File: src/rtl/snake_input.sv
// Direction button conditioning: sync, debounce, press detect,
// and a 2-entry press FIFO presented one-hot to the control logic.
module snake_input #(
    parameter int DEBOUNCE_CYCLES = 4
) (
    input  logic       clk,
    input  logic       rst_n,
    input  logic [3:0] i_btn,
    input  logic       i_step,
    output logic       o_up,
    output logic       o_down,
    output logic       o_left,
    output logic       o_right,
    output logic [1:0] o_count
);

    localparam int CW = $clog2(DEBOUNCE_CYCLES);
    localparam logic [CW-1:0] CMAX = CW'(DEBOUNCE_CYCLES - 1);

    logic [3:0]    s1;
    logic [3:0]    s2;
    logic [3:0]    st;
    logic [CW-1:0] cnt [4];
    logic [3:0]    press;

    logic [1:0] mem0;
    logic [1:0] mem1;
    logic [1:0] count;
    logic [1:0] code;
    logic [1:0] newest;
    logic       push;
    logic       pop;

    always_ff @(posedge clk) begin
        if (!rst_n) begin
            s1 <= '0;
            s2 <= '0;
            st <= '0;
            for (int i = 0; i < 4; i++) cnt[i] <= '0;
        end else begin
            s1 <= i_btn;
            s2 <= s1;
            for (int i = 0; i < 4; i++) begin
                if (s2[i] == st[i]) begin
                    cnt[i] <= '0;
                end else if (cnt[i] == CMAX) begin
                    st[i]  <= s2[i];
                    cnt[i] <= '0;
                end else begin
                    cnt[i] <= cnt[i] + CW'(1);
                end
            end
        end
    end

    // A press is an accepted 0->1 change of the stable level.
    always_comb begin
        for (int i = 0; i < 4; i++)
            press[i] = s2[i] && !st[i] && (cnt[i] == CMAX);
    end

    always_comb begin
        code = 2'd0;
        priority case (1'b1)
            press[0]: code = 2'd0;
            press[1]: code = 2'd1;
            press[2]: code = 2'd2;
            press[3]: code = 2'd3;
            default:  code = 2'd0;
        endcase
        newest = (count == 2'd2) ? mem1 : mem0;
        push = (|press) && !((count != 2'd0) && (code == newest));
        pop  = i_step && (count != 2'd0);
    end

    always_ff @(posedge clk) begin
        if (!rst_n) begin
            mem0  <= '0;
            mem1  <= '0;
            count <= '0;
        end else if (push && pop) begin
            if (count == 2'd1) begin
                mem0 <= code;
            end else begin
                mem0 <= mem1;
                mem1 <= code;
            end
        end else if (pop) begin
            mem0  <= mem1;
            count <= count - 2'd1;
        end else if (push) begin
            if (count == 2'd0) begin
                mem0  <= code;
                count <= 2'd1;
            end else if (count == 2'd1) begin
                mem1  <= code;
                count <= 2'd2;
            end
        end
    end

    always_comb begin
        o_up    = 1'b0;
        o_down  = 1'b0;
        o_left  = 1'b0;
        o_right = 1'b0;
        if (count != 2'd0) begin
            unique case (mem0)
                2'd0: o_up    = 1'b1;
                2'd1: o_down  = 1'b1;
                2'd2: o_left  = 1'b1;
                2'd3: o_right = 1'b1;
                default: o_up = 1'b0;
            endcase
        end
        o_count = count;
    end

endmodule

File: config.mk
export PLATFORM = sky130hd
export DESIGN_NAME = snake_input
export DESIGN_NICKNAME = d
export VERILOG_FILES = /design/src/rtl/snake_input.sv
export SDC_FILE = /design/constraint.sdc
export NUM_CORES = 1
export LEC_CHECK = 0
export CAP_MARGIN = 20
export CORE_MARGIN = 2
export CORE_UTILIZATION = 50
export CTS_CLUSTER_SIZE = 8
export DETAILED_ROUTE_END_ITERATION = 8
export HOLD_SLACK_MARGIN = 0.08
export MAX_ROUTING_LAYER = met4
export PLACE_DENSITY = 0.71
export SLEW_MARGIN = 5
export SYNTH_ARGS = -nofsm -noshare
export SYNTH_HDL_FRONTEND = slang
export SYNTH_SLANG_ARGS = --single-unit
File: constraint.sdc
create_clock -name clk -period 4 [get_ports clk]
set_input_delay 0.8 -clock clk [delete_from_list [all_inputs] [get_ports clk]]
set_output_delay 0.8 -clock clk [all_outputs]
set_load 0.01 [all_outputs]
# Yosys cells after proc, flatten, opt, wreduce, memory -nomap -nowiden
# Memories as Yosys holds them, arrays and structs flattened.
# Cells that the tools add are included.
# W data, S select, Z words.
[totals] in_bits=7 memories=1 regBits=18 mem_bits_rw=8
[memory_table] memory="cnt" depth=4 width=2 rd=4 rd_ports_with_merged_regs=0 wr=4 line_no="23" text="logic [CW-1:0] cnt [4];"
[classes] n_reduce_logical=33 add_sub_neg=5 n_bitwise=17 n_mux=84 eq_ne=17
[op_table] cell="$mux W2" count=31
[op_table] cell="$mux W1" count=53
[op_table] cell="$eq A2 B2 Y1 const B" count=7
[op_table] cell="$logic_and A1 B1 Y1" count=12
[op_table] cell="$or A1 B1 Y1" count=12
[op_table] cell="$reduce_and A2 Y1" count=5
[op_table] cell="$reduce_bool A3 Y1" count=3
[op_table] cell="$add A2 B1 Y2 const B" count=4
[op_table] cell="$reduce_bool A2 Y1" count=3
[op_table] cell="$logic_not A1 Y1" count=5
[op_table] cell="$not A1 Y1" count=5
[op_table] cell="$eq A1 B1 Y1" count=4
[op_table] cell="$eq A2 B1 Y1 const B" count=2
[op_table] cell="$logic_not A2 Y1" count=2
[op_table] cell="$ne A2 B2 Y1 const B" count=2
[op_table] cell="$reduce_and A4 Y1" count=1
[op_table] cell="$reduce_or A4 Y1" count=1
[op_table] cell="$reduce_and A3 Y1" count=1
[op_table] cell="$eq A2 B2 Y1" count=1
[op_table] cell="$ne A2 B1 Y1 const B" count=1
[op_table] cell="$sub A2 B1 Y2 const B" count=1

# Logic depth before layout (Yosys ltp)
[logic_depth] ltp_word=14 mapped_depth=8 mapped_depth_nobuf=8

# Worst setup path after synthesis
# No wires, ideal clock.
[synth_path] path_kind="register to output" from="register count[0], in the netlist o_count[0]" to="output o_down" required_time_ps=3200 path_stages_with_launch=5 setup_slack_ps=1890 t_arrival_ps=1310 path_buffers=1 cell_sequence="dfxtp_1 inv_1 ha_1 clkbuf_8 nor3b_1"
[synth_via] elab_chain_len=2
[synth_lines] element="from (decl)" line_no="28" text="logic [1:0] count;"
[synth_lines] element="from (signal assigned)" line_no="90" text="count <= count - 2'd1;"
[synth_lines] element="$reduce_bool A2 Y1" line_no="107" text="if (count != 2'd0) begin"
[synth_lines] element="$mux W1" line_no="107"
[synth_lines] element="to (decl)" line_no="11" text="output logic o_down,"
# Every way passes these cells.

# Worst setup path after layout
[layout_path] from="register count[0], in the netlist o_count[0]" to="output o_right"
[layout_via] elab_chain_len=2
[layout_lines] element="$reduce_bool A2 Y1" line_no="107"
[layout_lines] element="$mux W1" line_no="107"
[layout_lines] element="to (decl)" line_no="13" text="output logic o_right,"
# Every way passes these cells.

==> metrics.md <==
| Metric | Value |
|---|---|
| Post-Syn Instances | 152 |
| Final hold viol count | 0 |
| Setup ws final | 0.991 ns |
| Final setup violation count | 0 |
| Max clock buf depth | 2 |
| Die ar. | 3400 um^2 |
| Maximum operating frequency | 332 MHz |
| Grt total ovfl | 0 |
| Detailed Place HPWL | 2000 um |
| CTS tree | built |
| Largest net degree at the start of global routing | 17 |
| Peak VDD IR | 0.206 mV |
| Fillers | 256 |
| Initial antenna violation count | 0 |
| Worst Reg-to-Reg Cells | 8 |
| Minimum clock period | 3.01 ns |
| Via count | 1105 |
| Post-DRT Antenna Nets | 0 |
| CP Capture Type | output pin |
| #FFs+latches synth | 26 |
| Critical Path AT | 2.21 ns |
| Num CTS Buffers | 3 |
| CORE AREA | 2780 um^2 |
| Reg2reg start | o_count[0] |
| CP startpoint kind | flop |
| Status | finished, final reports clean |
| Diode count | 0 |
| Cts hold-fix bufs | 0 |
| DRC Markers | 0 |
| Initial Utilization | 0.531 |
| Tot GR Track Use | 0.173 |
| Layout Nets | 188 |
| Setup_tns | 0 ns |
| Cell Chain, Critical Path | inv_1 > ha_1 > inv_1 > and3_1 > clkdlybuf4s50_1 |
| Iter 0 DRT Violations | 57 |
| R2R Path End | mem0[0] |
| Yosys warns | 0 |
| R2R Setup Slk | 1.75 ns |
| Fraction of registers with async set/reset | 0 |
| Most frequent cells in the layout | 18 x dfxtp_1, 12 x inv_1, 12 x nand2_1, 12 x clkdlybuf4s50_1, 11 x ha_1 |
| Routability cong. | 0.785 |
| Die height | 58.3 um |
| CTS Sinks | 26 |
| Worst stage delay on the critical path | 0.52 ns |
| IO Port Bufs | 12 |
| Post-Place Setup Slack | 1.36 ns |
| Die X | 58.3 um |
| Commonest non-fill, non-tap cell in the layout | dfxtp_1 |
| Seq/Total Area, Yosys | 0.407 |
| Synth cell types | 42 |
| RSZ-0062 raised after global routing | false |
| Routed WL | 2610 um |
| Worst hold path stage count | 1 |
| Avg Cell Area, Syn | 9.71 um^2 |
| Crit path kind | flop to output pin |
| Final slew viol count | 0 |
| Post-DR vias/cell | 5.55 |
| Layout cell share with drive strength beyond 1 | 0.0536 |
| Max-Cap Viols | 0 |
| Worst hold start | s1[2] |
| Final period util | 0.752 |
| EDFF count, synth | 8 |
| Worst EP required | 3.20 ns |
| Clock slew at reported path FFs | 0.13 ns |
| CTS root buffer | clkbuf_4 |
| Post-CTS Setup Inserts | 0 |
| WL/cell | 13.1 um |
| Worst Hold Path EP | s2[2] |
| Layout Skew | 0.00400 ns |
| Row count | 19 |
| I/O pin cnt | 13 |
| P per Cell Area | 274 nW/um^2 |
| P_leak | 0.000656 uW |
| Crit path top cell by count | inv_1 |
| First-pass GRT wire length | 4440 um |
| Vias in the first global route | 1047 |
| Post-Syn Area | 1480 um^2 |
| Post-CTS sizing | 0 |
| Drt first pass iters | 4 |
| H-tree Lvls | 1 |
| Layout area overhead | 10.6% |
| Worst-Skew Late Latency | 0.31 ns |
| CP Max Fanout | 14 |
| Crit-path slowest cell | clkdlybuf4s50_1 |
| Main synth FF type | dfxtp_1 |
| HP Class | flop to flop |
-- worst max path at each step --
stage | start | end
final | o_count[0] | o_right
after global routing | o_count[0] | o_right
after CTS | o_count[0] | o_right
after detailed placement | o_count[0] | o_right
after global placement | o_count[0] | o_right
after floorplan | o_count[0] | o_down
-- worst max-delay path, delay by kind of cell, from the launching register on --
kind	cells	cell delay (ns)
adders and majority gates	1	0.38
buffers and inverters	3	0.87
DFF	1	0.48
and+or+nand+nor	1	0.17
-- through the flow --
stage	cell area [um^2]	hold slack, ns	util	std cells	power, uW
finish	1630	0.450	0.587	199	447
global route	1630	0.477	0.587	199	469
CTS	1630	0.452	0.587	199	453
detailed placement	1610	0.422	0.579	196	347
global placement	1610	0.417	0.579	196	345
floorplan	1500	0.412	-	159	333
-- logic make-up after synthesis --
kind of cell    count (synthesis)  share of synthesized area
fa+ha+maj                      11                     0.0932
xor+xnor                        2                     0.0119
mux                             6                     0.0441
buf+inv                        19                     0.0703
other cells                     1                    0.00254
compound gates                 31                      0.149
flops                          26                      0.407
simple gates                   56                      0.222
-- area by class of cell --
cell class | count | area [um^2] | area share
well taps | 31 | 38.8 | 0.0238
flip-flops and latches | 26 | 601 | 0.368
inverters | 12 | 45.0 | 0.0276
clock buffers | 3 | 22.5 | 0.0138
multi-input cells | 114 | 798 | 0.489
repair buffers | 13 | 128 | 0.0782
-- Yosys cell counts (2+ instances only) --
cell,instances,share of area
and3_1,2,0.0085
dfxtp_1,18,0.24
nand3_1,4,0.014
nor3b_1,2,0.010
and2_1,8,0.034
a21oi_1,8,0.027
a22oi_1,2,0.010
ha_1,11,0.093
nor4b_1,5,0.030
clkbuf_8,2,0.019
inv_1,12,0.031
clkbuf_1,2,0.0051
edfxtp_1,8,0.16
nor2_1,7,0.018
nor3_1,6,0.020
o21ai_0,4,0.014
a31oi_1,6,0.025
nand2_1,12,0.031
nor2b_1,4,0.017
nor4bb_1,3,0.020
mux2i_1,5,0.034
-- layer usage --
metal	GRT usage	wire, um	part of all wire
met5	-	0	0
met4	0.0831	44	0.017
met3	0.0264	85	0.033
met2	0.278	1250	0.48
met1	0.214	1230	0.47
-- registers in the layout, indices dropped and copies added (netlist names) --
register	cells
s2	4
cnt	8
st	4
o_count	2
mem0	2
s1	4
mem1	2
-- power by group --
part,internal [uW],switching (uW)
Combinational,26.2,28.1
Clock,35.2,71.3
Sequential,281,5.77
Total,342,105
Note: power is estimated with default switching activity, not from simulation.
